$ cat src/rtl/float_pkg.sv
// Shared float constants and the arbiter FSM encoding; no logic, no latency.
// Backpressure: not applicable.
package float_pkg;

    localparam int FP_WIDTH = 32;
    localparam int EXP_W    = 8;
    localparam int MAN_W    = 23;

    localparam logic [FP_WIDTH-1:0] FP_ZERO = 32'h0000_0000;
    localparam logic [FP_WIDTH-1:0] FP_ONE  = 32'h3F80_0000;
    localparam logic [FP_WIDTH-1:0] FP_HALF = 32'h3F00_0000;

    typedef enum logic [2:0] {
        S_IDLE,
        S_START,
        S_WAIT,
        S_CAPTURE,
        S_RESP
    } arb_state_t;

    // Index width that stays legal for a single requester.
    function automatic int idx_w(input int n);
        return (n > 1) ? $clog2(n) : 1;
    endfunction

endpackage

$ cat src/rtl/float_unit_arbiter_if.sv
// Requester-side and float_add-side signals of the shared-adder arbiter.
// Latency and backpressure are defined by the arbiter using the master modport.
interface float_unit_arbiter_if #(
    parameter int N_REQ = 2,
    parameter int WIDTH = 32
);
    logic [N_REQ-1:0]       req;
    logic [N_REQ*WIDTH-1:0] op_a;
    logic [N_REQ*WIDTH-1:0] op_b;
    logic [N_REQ-1:0]       gnt;
    logic [N_REQ-1:0]       rsp_valid;
    logic [N_REQ-1:0]       rsp_ack;
    logic [WIDTH-1:0]       rsp_data;
    logic                   unit_start;
    logic                   unit_ack;
    logic [WIDTH-1:0]       unit_in_1;
    logic [WIDTH-1:0]       unit_in_2;
    logic [WIDTH-1:0]       unit_res;

    modport master (
        input  req, op_a, op_b, rsp_ack, unit_res,
        output gnt, rsp_valid, rsp_data, unit_start, unit_ack, unit_in_1, unit_in_2
    );

    modport slave (
        output req, op_a, op_b, rsp_ack, unit_res,
        input  gnt, rsp_valid, rsp_data, unit_start, unit_ack, unit_in_1, unit_in_2
    );
endinterface

$ cat src/rtl/float_unit_arbiter_rr_arbiter_pick.sv
// Combinational round-robin picker: first set req bit at or after ptr, wrapping.
// Zero latency; no backpressure (pure function of req and ptr).
module rr_arbiter_pick
    import float_pkg::*;
#(
    parameter int N_REQ = 2,
    parameter int IDX_W = idx_w(N_REQ)
) (
    input  logic [N_REQ-1:0] req,
    input  logic [IDX_W-1:0] ptr,
    output logic [N_REQ-1:0] pick,
    output logic [IDX_W-1:0] pick_idx,
    output logic             any
);

    int j;

    always_comb begin
        pick     = '0;
        pick_idx = '0;
        any      = 1'b0;
        j        = 0;
        for (int i = 0; i < N_REQ; i++) begin
            // ptr is always below N_REQ, so one subtraction performs the wrap.
            j = int'(ptr) + i;
            if (j >= N_REQ) begin
                j = j - N_REQ;
            end
            if (!any && req[j]) begin
                pick[j]  = 1'b1;
                pick_idx = IDX_W'(j);
                any      = 1'b1;
            end
        end
    end

endmodule

$ cat src/rtl/float_unit_arbiter.sv
// Shares one fixed-latency float_add among N_REQ requesters, round-robin, one op at a time.
// gnt one cycle after req is seen in IDLE; rsp_valid holds until the owner's rsp_ack.
module float_unit_arbiter
    import float_pkg::*;
#(
    parameter int N_REQ        = 2,
    parameter int WIDTH        = 32,
    parameter int UNIT_LATENCY = 8,
    parameter int CNT_W        = 4
) (
    input  logic                 clk,
    input  logic                 rst_n,
    float_unit_arbiter_if.master bus
);

    localparam int IDX_W = idx_w(N_REQ);

    arb_state_t       state;
    arb_state_t       state_nxt;
    logic [IDX_W-1:0] ptr;
    logic [IDX_W-1:0] owner;
    logic [CNT_W-1:0] cnt;

    logic [N_REQ-1:0] pick;
    logic [IDX_W-1:0] pick_idx;
    logic             pick_any;
    logic             owner_ack;
    logic [N_REQ-1:0] owner_oh;
    logic [IDX_W-1:0] owner_next;

    rr_arbiter_pick #(
        .N_REQ (N_REQ),
        .IDX_W (IDX_W)
    ) u_pick (
        .req      (bus.req),
        .ptr      (ptr),
        .pick     (pick),
        .pick_idx (pick_idx),
        .any      (pick_any)
    );

    assign owner_ack  = bus.rsp_ack[owner];
    assign owner_oh   = N_REQ'(1) << owner;
    assign owner_next = (int'(owner) == N_REQ - 1) ? '0 : owner + 1'b1;

    always_ff @(posedge clk or negedge rst_n) begin
        if (!rst_n) begin
            state <= S_IDLE;
        end else begin
            state <= state_nxt;
        end
    end

    always_comb begin
        state_nxt = state;
        case (state)
            S_IDLE:    if (pick_any)  state_nxt = S_START;
            S_START:                  state_nxt = S_WAIT;
            S_WAIT:    if (cnt == '0) state_nxt = S_CAPTURE;
            S_CAPTURE:                state_nxt = S_RESP;
            S_RESP:    if (owner_ack) state_nxt = S_IDLE;
            default:                  state_nxt = S_IDLE;
        endcase
    end

    // Outputs are registered from the next state so each lines up with its state cycle.
    always_ff @(posedge clk or negedge rst_n) begin
        if (!rst_n) begin
            bus.gnt        <= '0;
            bus.rsp_valid  <= '0;
            bus.unit_start <= 1'b0;
            bus.unit_ack   <= 1'b0;
            bus.rsp_data   <= '0;
            bus.unit_in_1  <= '0;
            bus.unit_in_2  <= '0;
            cnt            <= '0;
            ptr            <= '0;
            owner          <= '0;
        end else begin
            bus.gnt        <= (state == S_IDLE && pick_any) ? pick : '0;
            bus.unit_start <= (state == S_IDLE) && pick_any;
            bus.unit_ack   <= (state_nxt == S_CAPTURE);
            bus.rsp_valid  <= (state_nxt == S_RESP) ? owner_oh : '0;
            case (state)
                S_IDLE: begin
                    if (pick_any) begin
                        bus.unit_in_1 <= bus.op_a[pick_idx*WIDTH +: WIDTH];
                        bus.unit_in_2 <= bus.op_b[pick_idx*WIDTH +: WIDTH];
                        owner         <= pick_idx;
                    end
                end
                S_START:   cnt <= CNT_W'(UNIT_LATENCY - 1);
                S_WAIT:    if (cnt != '0) cnt <= cnt - 1'b1;
                S_CAPTURE: bus.rsp_data <= bus.unit_res;
                S_RESP:    if (owner_ack) ptr <= owner_next;
                default: ;
            endcase
        end
    end

endmodule

$ cat src/flat_wrapper.sv
// flat-port wrapper written by rule: the top's interface ports become plain ports
module float_unit_arbiter_flat import float_pkg::*;
#(
    parameter int N_REQ        = 2,
    parameter int WIDTH        = 32,
    parameter int UNIT_LATENCY = 8,
    parameter int CNT_W        = 4
)
  (clk, rst_n, bus_req, bus_op_a, bus_op_b, bus_rsp_ack, bus_unit_res, bus_gnt, bus_rsp_valid, bus_rsp_data, bus_unit_start, bus_unit_ack, bus_unit_in_1, bus_unit_in_2);
  float_unit_arbiter_if #(.N_REQ(N_REQ), .WIDTH(WIDTH)) bus_i ();
  input  logic clk;
  input  logic rst_n;
  input wire logic [$bits(bus_i.req)-1:0] bus_req;
  input wire logic [$bits(bus_i.op_a)-1:0] bus_op_a;
  input wire logic [$bits(bus_i.op_b)-1:0] bus_op_b;
  input wire logic [$bits(bus_i.rsp_ack)-1:0] bus_rsp_ack;
  input wire logic [$bits(bus_i.unit_res)-1:0] bus_unit_res;
  output wire logic [$bits(bus_i.gnt)-1:0] bus_gnt;
  output wire logic [$bits(bus_i.rsp_valid)-1:0] bus_rsp_valid;
  output wire logic [$bits(bus_i.rsp_data)-1:0] bus_rsp_data;
  output wire logic [$bits(bus_i.unit_start)-1:0] bus_unit_start;
  output wire logic [$bits(bus_i.unit_ack)-1:0] bus_unit_ack;
  output wire logic [$bits(bus_i.unit_in_1)-1:0] bus_unit_in_1;
  output wire logic [$bits(bus_i.unit_in_2)-1:0] bus_unit_in_2;
  assign bus_i.req = bus_req;
  assign bus_i.op_a = bus_op_a;
  assign bus_i.op_b = bus_op_b;
  assign bus_i.rsp_ack = bus_rsp_ack;
  assign bus_i.unit_res = bus_unit_res;
  assign bus_gnt = bus_i.gnt;
  assign bus_rsp_valid = bus_i.rsp_valid;
  assign bus_rsp_data = bus_i.rsp_data;
  assign bus_unit_start = bus_i.unit_start;
  assign bus_unit_ack = bus_i.unit_ack;
  assign bus_unit_in_1 = bus_i.unit_in_1;
  assign bus_unit_in_2 = bus_i.unit_in_2;
  float_unit_arbiter #(.N_REQ(N_REQ), .WIDTH(WIDTH), .UNIT_LATENCY(UNIT_LATENCY), .CNT_W(CNT_W)) u_core (.clk(clk), .rst_n(rst_n), .bus(bus_i));
endmodule
$ cat config.mk
export PLATFORM = sky130hd
export DESIGN_NAME = float_unit_arbiter_flat
export DESIGN_NICKNAME = d
export VERILOG_FILES = /design/src/rtl/float_pkg.sv /design/src/rtl/float_unit_arbiter_if.sv /design/src/rtl/float_unit_arbiter_rr_arbiter_pick.sv /design/src/rtl/float_unit_arbiter.sv /design/src/flat_wrapper.sv
export SDC_FILE = /design/constraint.sdc
export NUM_CORES = 1
export LEC_CHECK = 0
export CAP_MARGIN = 25
export CORE_AREA = 2 2 127 129
export CTS_BUF_LIST = sky130_fd_sc_hd__clkbuf_16
export CTS_CLUSTER_DIAMETER = 150
export CTS_CLUSTER_SIZE = 20
export DETAILED_ROUTE_END_ITERATION = 10
export DIE_AREA = 0 0 129 131
export GPL_ROUTABILITY_DRIVEN = 0
export PLACE_DENSITY_LB_ADDON = 0.25
export SETUP_SLACK_MARGIN = 0.1
export SYNTH_ARGS = -nofsm -noshare
export SYNTH_HDL_FRONTEND = slang
export SYNTH_SLANG_ARGS = --single-unit
export TNS_END_PERCENT = 10
$ cat constraint.sdc
create_clock -name clk -period 1.55 [get_ports clk]
set_input_delay 0.2325 -clock clk [delete_from_list [all_inputs] [get_ports clk]]
set_output_delay 0.2325 -clock clk [all_outputs]
set_load 0.1 [all_outputs]
==> run metrics, run 1 <==
Initial Util 33.5%; Clock transition at path regs 0.07 ns; H-tree Lvls 3; HP Class in -> async; Final Max Slew Viols 0; Seq/Total Area, Yosys 53.1%; RSZ-0062 raised after global routing true; status completed; post-DP HPWL 12.9 mm; f_max 670 MHz; r2r endpoint u_core.cnt[1]$_DFFE_PN0P_; vias 4770; Avg Inst Size Synth 12.1 um2; initial antenna violation count 0; Synth Cell Area 5230 um2; first-pass GRT wire length 27.8 mm; nets@finish 858; Post-Syn Instances 433; Die X 129 um; setup TNS 0 ns; CTS tree done; share of cells above drive strength 1 27.2%; Die Area 16900 um2; DIE HEIGHT 131 um; crit path DAT 1.73 ns; Iter 0 DRT Violations 220; final wirelength 18.1 mm; GRT overflow 0; Yosys warning count 0; Netlist cell types 35; worst r2r path cells 6; io pins 268; FFs w/ async S/R, synth 100%; commonest cells after routing, fill and taps aside clkdlybuf4s50_1 (163), buf_12 (114), dfrtp_1 (109); Final period util 96.4%; top_reg_cell synth dfrtp_1; synthesis-stage register bit count 111; top cell type's share of synthesized area 53.1%; Post-DRT Antenna Nets 0; leading cell type in the layout, fill and taps excluded clkdlybuf4s50_1; number of max-cap violations 0; all-layer global routing usage 21.2%; clk sink count 111; Synth area leaders dfrtp_1 (53%), a2bb2oi_1 (11%), o32ai_1 (11%); Area Overhead vs Synth 84.6%; clock skew 0.00690 ns; EDFF count, synth 0; ant diodes 0; area leader, netlist dfrtp_1; port buffer count 267; vias in the first global route 5040; DRT Pass-1 Iters 6; critical path type reg -> reg; CTS root buffer clkbuf_16; final setup fails 0; Num CTS Buffers 9; Hold Vio Cnt, Final 0; Placement Rows 46; DR DRC count 0; Slew @ Worst Pin 0.380 ns; worst r2r src u_core.cnt[0]$_DFFE_PN0P_; Slew Limit Headroom 74.7%; CP Capture Type flop; WL/cell 19.9 um; r2r setup slk 0.06 ns; Mapped Nets 600; later-pin clock latency in the skew report 0.35 ns; core box area 15600 um2; crit-path max FO 3; nature of the critical path startpoint flop; Tmin final 1.49 ns; Worst Path Required 1.78 ns; Via density 5.24; clk buf depth 2; largest net degree at the start of global routing 53
==> Yosys cell counts, types with 2 or more instances <==
library cell and count:
a21oi_1 2, buf_2 22, nor2b_1 2, inv_1 6
clkbuf_1 19, or3_1 2, buf_4 5, mux2i_1 2
a2bb2oi_1 64, o211ai_1 2, dfrtp_1 111, mux2_2 32
o21a_1 3, and2_1 2, o32ai_1 64, nand2b_1 63
o21ai_0 6, nor3b_1 4, buf_1 2, nor2_1 5
==> final cells by class <==
type                       count  area, um2
inverter                       6       22.5
clock buffer                   9        225
multi-input combinational    268       2250
fill                        1206       5950
timing repair buffer         295       4070
sequential                   111       2780
tap                          216        270
clock inverter                 6       23.8
==> worst max-delay path, cell delays in order, from the launching register on <==
cell	delay [ns]
dfrtp_1	0.40
inv_2	0.06
ha_4	0.16
nor3b_2	0.15
or3_1	0.34
buf_4	0.15
mux2i_1	0.10
==> how the worst max path moves through the flow <==
stage	startpoint	endpoint	cells after the start
6_report	u_core.cnt[0]$_DFFE_PN0P_	u_core.cnt[1]$_DFFE_PN0P_	6
5_1_grt	u_core.cnt[0]$_DFFE_PN0P_	u_core.cnt[1]$_DFFE_PN0P_	6
2_1_floorplan	u_core.cnt[0]$_DFFE_PN0P_	u_core.cnt[0]$_DFFE_PN0P_	5
3_5_place_dp	bus_req[0]	u_core.bus.unit_in_1[27]$_DFFE_PN0P_	5
4_1_cts	u_core.cnt[0]$_DFFE_PN0P_	u_core.cnt[3]$_DFFE_PN0P_	3
3_3_place_gp	bus_req[0]	u_core.bus.unit_in_1[22]$_DFFE_PN0P_	5
==> what timing repair did <==
action / 4_1_cts / 5_1_grt
gates resized for setup: 2 / 11
endpoints found under the setup margin: 8 / 71
pin swaps: 2 / 5
hold endpoints to repair: 12 / 0
gates cloned: 0 / 1
setup buffers: 2 / 1
hold buffers: 1 / 0
==> logic make-up (layout without fill, tap and decap cells) <==
logic type	after synthesis	count (layout)	synth area share [%]
xor+xnor	1	1	0.168
buf+inv	54	316	4.76
mux	34	34	7.28
fa+ha+maj	1	1	0.239
compound gates	145	145	23.6
simple gates	87	87	10.9
flops	111	111	53.1
==> routing by layer <==
metal / up-vias / wire length, um / track usage, %
met3: 28 / 1680 / 6.96
li1: 2172 / - / -
met5: - / 0 / 0
met4: 0 / 380 / 7.80
met2: 217 / 8660 / 34.7
met1: 2353 / 7420 / 26.2
==> state kept, by name (all words and copies together) (netlist names), 2 cells and up <==
register,flops
u_core.bus.rsp_data,32
u_core.bus.unit_in_1,32
u_core.bus.unit_in_2,32
u_core.cnt,4
u_core.state,3
u_core.bus.gnt,2
u_core.bus.rsp_valid,2
==> through the flow <==
step | cells | setup slack (ns) | instance area, um2 | hold slack, ns | util [%]
after floorplan | 433 | 0.138 | 5230 | -0.0631 | -
after global placement | 891 | -0.0673 | 9300 | 0.103 | 59.6
after detailed placement | 891 | -0.114 | 9300 | 0.109 | 59.6
after CTS | 909 | 0.0581 | 9580 | 0.275 | 61.4
after global routing | 911 | 0.0253 | 9650 | 0.296 | 61.9
final | 911 | 0.0565 | 9650 | 0.284 | 61.9
Power of run 1 is left out: the tool's default activity adds up to more than one toggle a clock period on the data nets, which glitch-free logic cannot reach.
==> run 2: changes to the inputs <==
--- a/config.mk
+++ b/config.mk
@@ -13,8 +13,10 @@
 export DETAILED_ROUTE_END_ITERATION = 10
 export DIE_AREA = 0 0 129 131
 export GPL_ROUTABILITY_DRIVEN = 0
+export GPL_TIMING_DRIVEN = 0
 export PLACE_DENSITY_LB_ADDON = 0.25
 export SETUP_SLACK_MARGIN = 0.1
+export SLEW_MARGIN = 20
 export SYNTH_ARGS = -nofsm -noshare
 export SYNTH_HDL_FRONTEND = slang
 export SYNTH_SLANG_ARGS = --single-unit
==> run 2 against run 1 <==
  * First-iteration DRC count decreased by 7.7%
  * Utilization decreased by 5.0 points
  * Cell area down 8.0%
  * Via count up 1.6%
  * Worst setup slack worse by 0.015 ns
  * Final cell count grew 2.7%
  * Register-to-register slack about the same
  * Flip-flop and latch count did not move
  * Critical path type is now reg -> out
  * Largest cell class unchanged
==> run metrics, run 2 (same netlist as run 1, synthesis figures left out) <==
worst r2r src u_core.cnt[0]$_DFFE_PN0P_; Area Overhead vs Synth 69.8%; Placement Rows 46; Die X 129 um; crit-path cells clkdlybuf4s15_2; share of cells above drive strength 1 33.2%; WP buf/inv 1; vias in the first global route 5068; DIE HEIGHT 131 um; core box area 15600 um2; ant diodes 0; CTS root buffer clkbuf_16; DRT Pass-1 Iters 4; Tmin final 1.51 ns; Worst path max stage delay 0.57 ns; H-tree Lvls 3; DR DRC count 0; later-pin clock latency in the skew report 0.35 ns; Hold Vio Cnt, Final 0; Final Max Slew Viols 0; crit path DAT 1.28 ns; final wirelength 17.9 mm; CP Capture Type primary output; leading cell type in the layout, fill and taps excluded clkdlybuf4s50_1; vias 4847; all-layer global routing usage 20.6%; nets@finish 888; CP max stage cell clkdlybuf4s15_2; CTS tree done; Iter 0 DRT Violations 203; first-pass GRT wire length 27.0 mm; CP delay by family, top buffers and inverters; post-DP HPWL 13.5 mm; Slew Limit Headroom 61.7%; Num CTS Buffers 9; final setup fails 0; crit-path max FO 2; GRT overflow 0; post-place instance area 8200 um2; Slew @ Worst Pin 0.577 ns; CP Launch Point u_core.bus.unit_in_1[27]$_DFFE_PN0P_; number of max-cap violations 0; HP Class in -> async; commonest cells after routing, fill and taps aside clkdlybuf4s50_1 (164), dfrtp_1 (110), clkdlybuf4s15_2 (69); clk buf depth 2; Crit path depth 1; nature of the critical path startpoint flop; Final period util 97.3%; f_max 663 MHz; clk sink count 111; initial antenna violation count 0; Die Area 16900 um2; largest net degree at the start of global routing 59; registers with the most flip-flops u_core.bus.rsp_data (32), u_core.bus.unit_in_1 (32), u_core.bus.unit_in_2 (32); Post-DRT Antenna Nets 0; Clock transition at path regs 0.07 ns; io pins 268; status completed; Util after Layout 56.9%; setup TNS 0 ns; RSZ-0062 raised after global routing true; design area 8880 um2; critical path type reg -> out; Initial Util 33.5%; port buffer count 267; WL/cell 19.1 um; worst r2r path cells 5; clock skew 0.00405 ns; Via density 5.18; Worst Path Required 1.32 ns
## run 2: cell types whose count changed in the layout (fill, tap and decap cells not counted), moves of 12 or more
cell	delta
buf_12	-114
buf_2	+24
clkbuf_4	+12
clkdlybuf4s15_2	+69
clkdlybuf4s18_2	+12
o32ai_1	-27
o32ai_2	+26
## run 2: worst register-to-register path: cells and delay by family (launching register included)
kind / cells / cell delay [ns]
compound gates: 1 / 0.22
fa+ha+maj: 1 / 0.20
buf+inv: 1 / 0.07
flops: 1 / 0.38
simple gates: 2 / 0.53
## run 2: timing repair
| action | in CTS | in global routing |
|---|---|---|
| endpoints found under the setup margin | 200 | 181 |
| gates cloned | 0 | 1 |
| hold endpoints to repair | 57 | 0 |
| gates resized for setup | 365 | 126 |
| buffers inserted | 2 | 5 |
| pin swaps | 3 | 1 |
| hold buffers | 1 | 0 |
## run 2: routing by layer
layer	share of wire (%)	GRT usage (%)	vias to the layer above
met3	9.3	7.33	21
li1	-	-	2237
met5	0	0	-
met1	40	24.4	2378
met4	1.9	7.16	0
met2	49	35.0	211
## run 2: final timing paths
check / slack [ns] / to
worst min register to register: 0.51 / u_core.bus.rsp_data[10]$_DFFE_PN0N_
max in group asynchronous: 0.46 / u_core.cnt[3]$_DFFE_PN0P_
min in group clk: 0.49 / u_core.bus.rsp_data[8]$_DFFE_PN0N_
worst max register to register: 0.06 / u_core.cnt[0]$_DFFE_PN0P_
worst min-delay path: 0.43 / u_core.bus.unit_in_2[3]$_DFFE_PN0P_
worst max-delay path: 0.04 / bus_unit_in_1[27]
## run 2: cell type report
class	instances	area [um2]
flip-flops and latches	111	2780
multi-input cells	268	2460
plain buffers	48	370
inverters	6	22.5
clock buffers	9	225
clock inverters	1	3.75
fillers	1366	6720
well taps	216	270
repair buffers	277	2750
## run 2: through the flow
| stage | setup WS [ns] | hold WS, ns | instances |
|---|---|---|---|
| after floorplan | 0.138 | -0.0631 | 433 |
| after global placement | -3.98 | 0.488 | 916 |
| after detailed placement | -0.469 | 0.246 | 917 |
| after CTS | 0.00314 | 0.444 | 930 |
| after global routing | 0.0111 | 0.482 | 936 |
| final | 0.0417 | 0.434 | 936 |
Power of run 2 is left out for the same reason.
==> run 3: changes to the inputs <==
--- a/config.mk
+++ b/config.mk
@@ -6,12 +6,13 @@
 export NUM_CORES = 1
 export LEC_CHECK = 0
 export CAP_MARGIN = 25
-export CORE_AREA = 2 2 127 129
+export CELL_PAD_IN_SITES_DETAIL_PLACEMENT = 0
+export CELL_PAD_IN_SITES_GLOBAL_PLACEMENT = 1
+export CORE_AREA = 2 2 136 138
 export CTS_BUF_LIST = sky130_fd_sc_hd__clkbuf_16
-export CTS_CLUSTER_DIAMETER = 150
 export CTS_CLUSTER_SIZE = 20
 export DETAILED_ROUTE_END_ITERATION = 10
-export DIE_AREA = 0 0 129 131
+export DIE_AREA = 0 0 138 140
 export GPL_ROUTABILITY_DRIVEN = 0
 export GPL_TIMING_DRIVEN = 0
 export PLACE_DENSITY_LB_ADDON = 0.25
==> run 3 against run 2 <==
  * Final cell count up 1.6%
  * Cell area down 4.8%
  * Non-clock buffer count down 4
  * Highest routed layer unchanged
  * Register-to-register slack about the same
  * Routed wire length up 1.1%
  * Clock skew up 0.0059 ns
  * Via count down 1.7%
  * Flip-flop and latch count unchanged
  * Clock-buffer cell count unchanged
  * Sequential share of layout area up 1.6 points
==> run metrics, run 3 (same netlist as run 1, synthesis figures left out) <==
status completed; CP Capture Type flop; nets@finish 884; HP Class in -> async; f_max 674 MHz; critical path type reg -> reg; DIE HEIGHT 140 um; Fin Hold WS 0.390 ns; WL/cell 19.1 um; Hold Vio Cnt, Final 0; Initial Util 29.4%; later-pin clock latency in the skew report 0.35 ns; commonest cells after routing, fill and taps aside clkdlybuf4s50_1 (164), buf_2 (113), dfrtp_1 (109); final wirelength 18.1 mm; Slew Limit Headroom 59.8%; final setup fails 0; CTS tree done; Tmin final 1.48 ns; GRT overflow 0; all-layer global routing usage 18.2%; port buffer count 267; crit path DAT 1.72 ns; number of max-cap violations 0; H-tree Lvls 3; Placement Rows 49; registers with the most flip-flops u_core.bus.rsp_data (32), u_core.bus.unit_in_1 (32), u_core.bus.unit_in_2 (32); Final period util 95.7%; share of cells above drive strength 1 34.5%; Via density 5.01; core box area 17800 um2; Die X 138 um; Num CTS Buffers 9; nature of the critical path startpoint flop; clock skew 0.00996 ns; DR DRC count 0; largest net degree at the start of global routing 65; Iter 0 DRT Violations 170; Die Area 19300 um2; ant diodes 0; initial antenna violation count 0; Clock transition at path regs 0.07 ns; Worst Path Required 1.79 ns; Post-DRT Antenna Nets 0; CTS root buffer clkbuf_16; crit-path max FO 4; DRT Pass-1 Iters 4; Final Max Slew Viols 0; Slew @ Worst Pin 0.603 ns; clk sink count 111; vias in the first global route 5089; post-DP HPWL 13.4 mm; first-pass GRT wire length 28.2 mm; Area Overhead vs Synth 61.7%; clk buf depth 2; vias 4764; RSZ-0062 raised after global routing true; io pins 268; leading cell type in the layout, fill and taps excluded clkdlybuf4s50_1
[run 3: cell count changes in the layout (fill, tap and decap cells not counted), sizes merged]
cell / before / now
clkdlybuf4s15: 69 / 0
clkdlybuf4s18: 12 / 0
buf: 57 / 142
clkinv: 0 / 3
clkbuf: 31 / 23
inv: 7 / 10
[run 3: final cells by class]
| type | count | area (um2) |
|---|---|---|
| clock buffer | 9 | 225 |
| buffer | 48 | 339 |
| tap | 229 | 287 |
| inverter | 6 | 22.5 |
| clock inverter | 7 | 42.5 |
| fill | 1676 | 9330 |
| timing repair buffer | 273 | 2230 |
| sequential | 111 | 2780 |
| multi-input combinational | 268 | 2530 |
[run 3: per-layer routing]
layer | share of wire, % | track usage [%]
met4 | 1.6 | 5.64
met5 | 0 | 0
met3 | 7.9 | 5.85
met2 | 47 | 30.0
met1 | 43 | 23.0
[run 3: critical path, stage by stage (launching register included)]
cell and delay (ns):
dfrtp_1 0.38, inv_1 0.06, ha_2 0.18, nor3b_4 0.15, or3_4 0.38, a22o_1 0.22
[run 3: worst paths after layout]
check	slack, ns	endpoint	cells past startpoint	startpoint
setup / recovery	0.07	u_core.cnt[0]$_DFFE_PN0P_	5	u_core.cnt[0]$_DFFE_PN0P_
hold / removal	0.39	u_core.bus.rsp_data[13]$_DFFE_PN0N_	2	rst_n
setup reg to reg	0.07	u_core.cnt[0]$_DFFE_PN0P_	5	u_core.cnt[0]$_DFFE_PN0P_
hold reg to reg	0.50	u_core.bus.rsp_data[6]$_DFFE_PN0N_	1	u_core.bus.rsp_data[6]$_DFFE_PN0N_
max in group asynchronous	0.46	u_core.bus.unit_in_1[2]$_DFFE_PN0P_	3	rst_n
min in group clk	0.48	u_core.bus.rsp_data[9]$_DFFE_PN0N_	2	bus_unit_res[9]
[run 3: what timing repair did]
action	4_1_cts	5_1_grt
endpoints found under the hold margin	47	0
gates resized for setup	552	74
endpoints found under the setup margin	199	94
buffers inserted	1	3
hold buffers	1	0
pin swaps	1	3
[run 3: metrics by stage]
stage                     utilization, %  setup WS, ns  TNS [ns]  instance area [um2]  std cells
final                               47.6        0.0669         0                 8450        951
after global routing                47.6        0.0251         0                 8450        951
after CTS                           45.7       0.00988         0                 8120        948
after detailed placement            46.2        -0.481    -39.74                 8220        930
after global placement              46.0         -4.13   -494.00                 8190        929
after floorplan                        -         0.138         0                 5230        433
Power of run 3 is left out for the same reason.
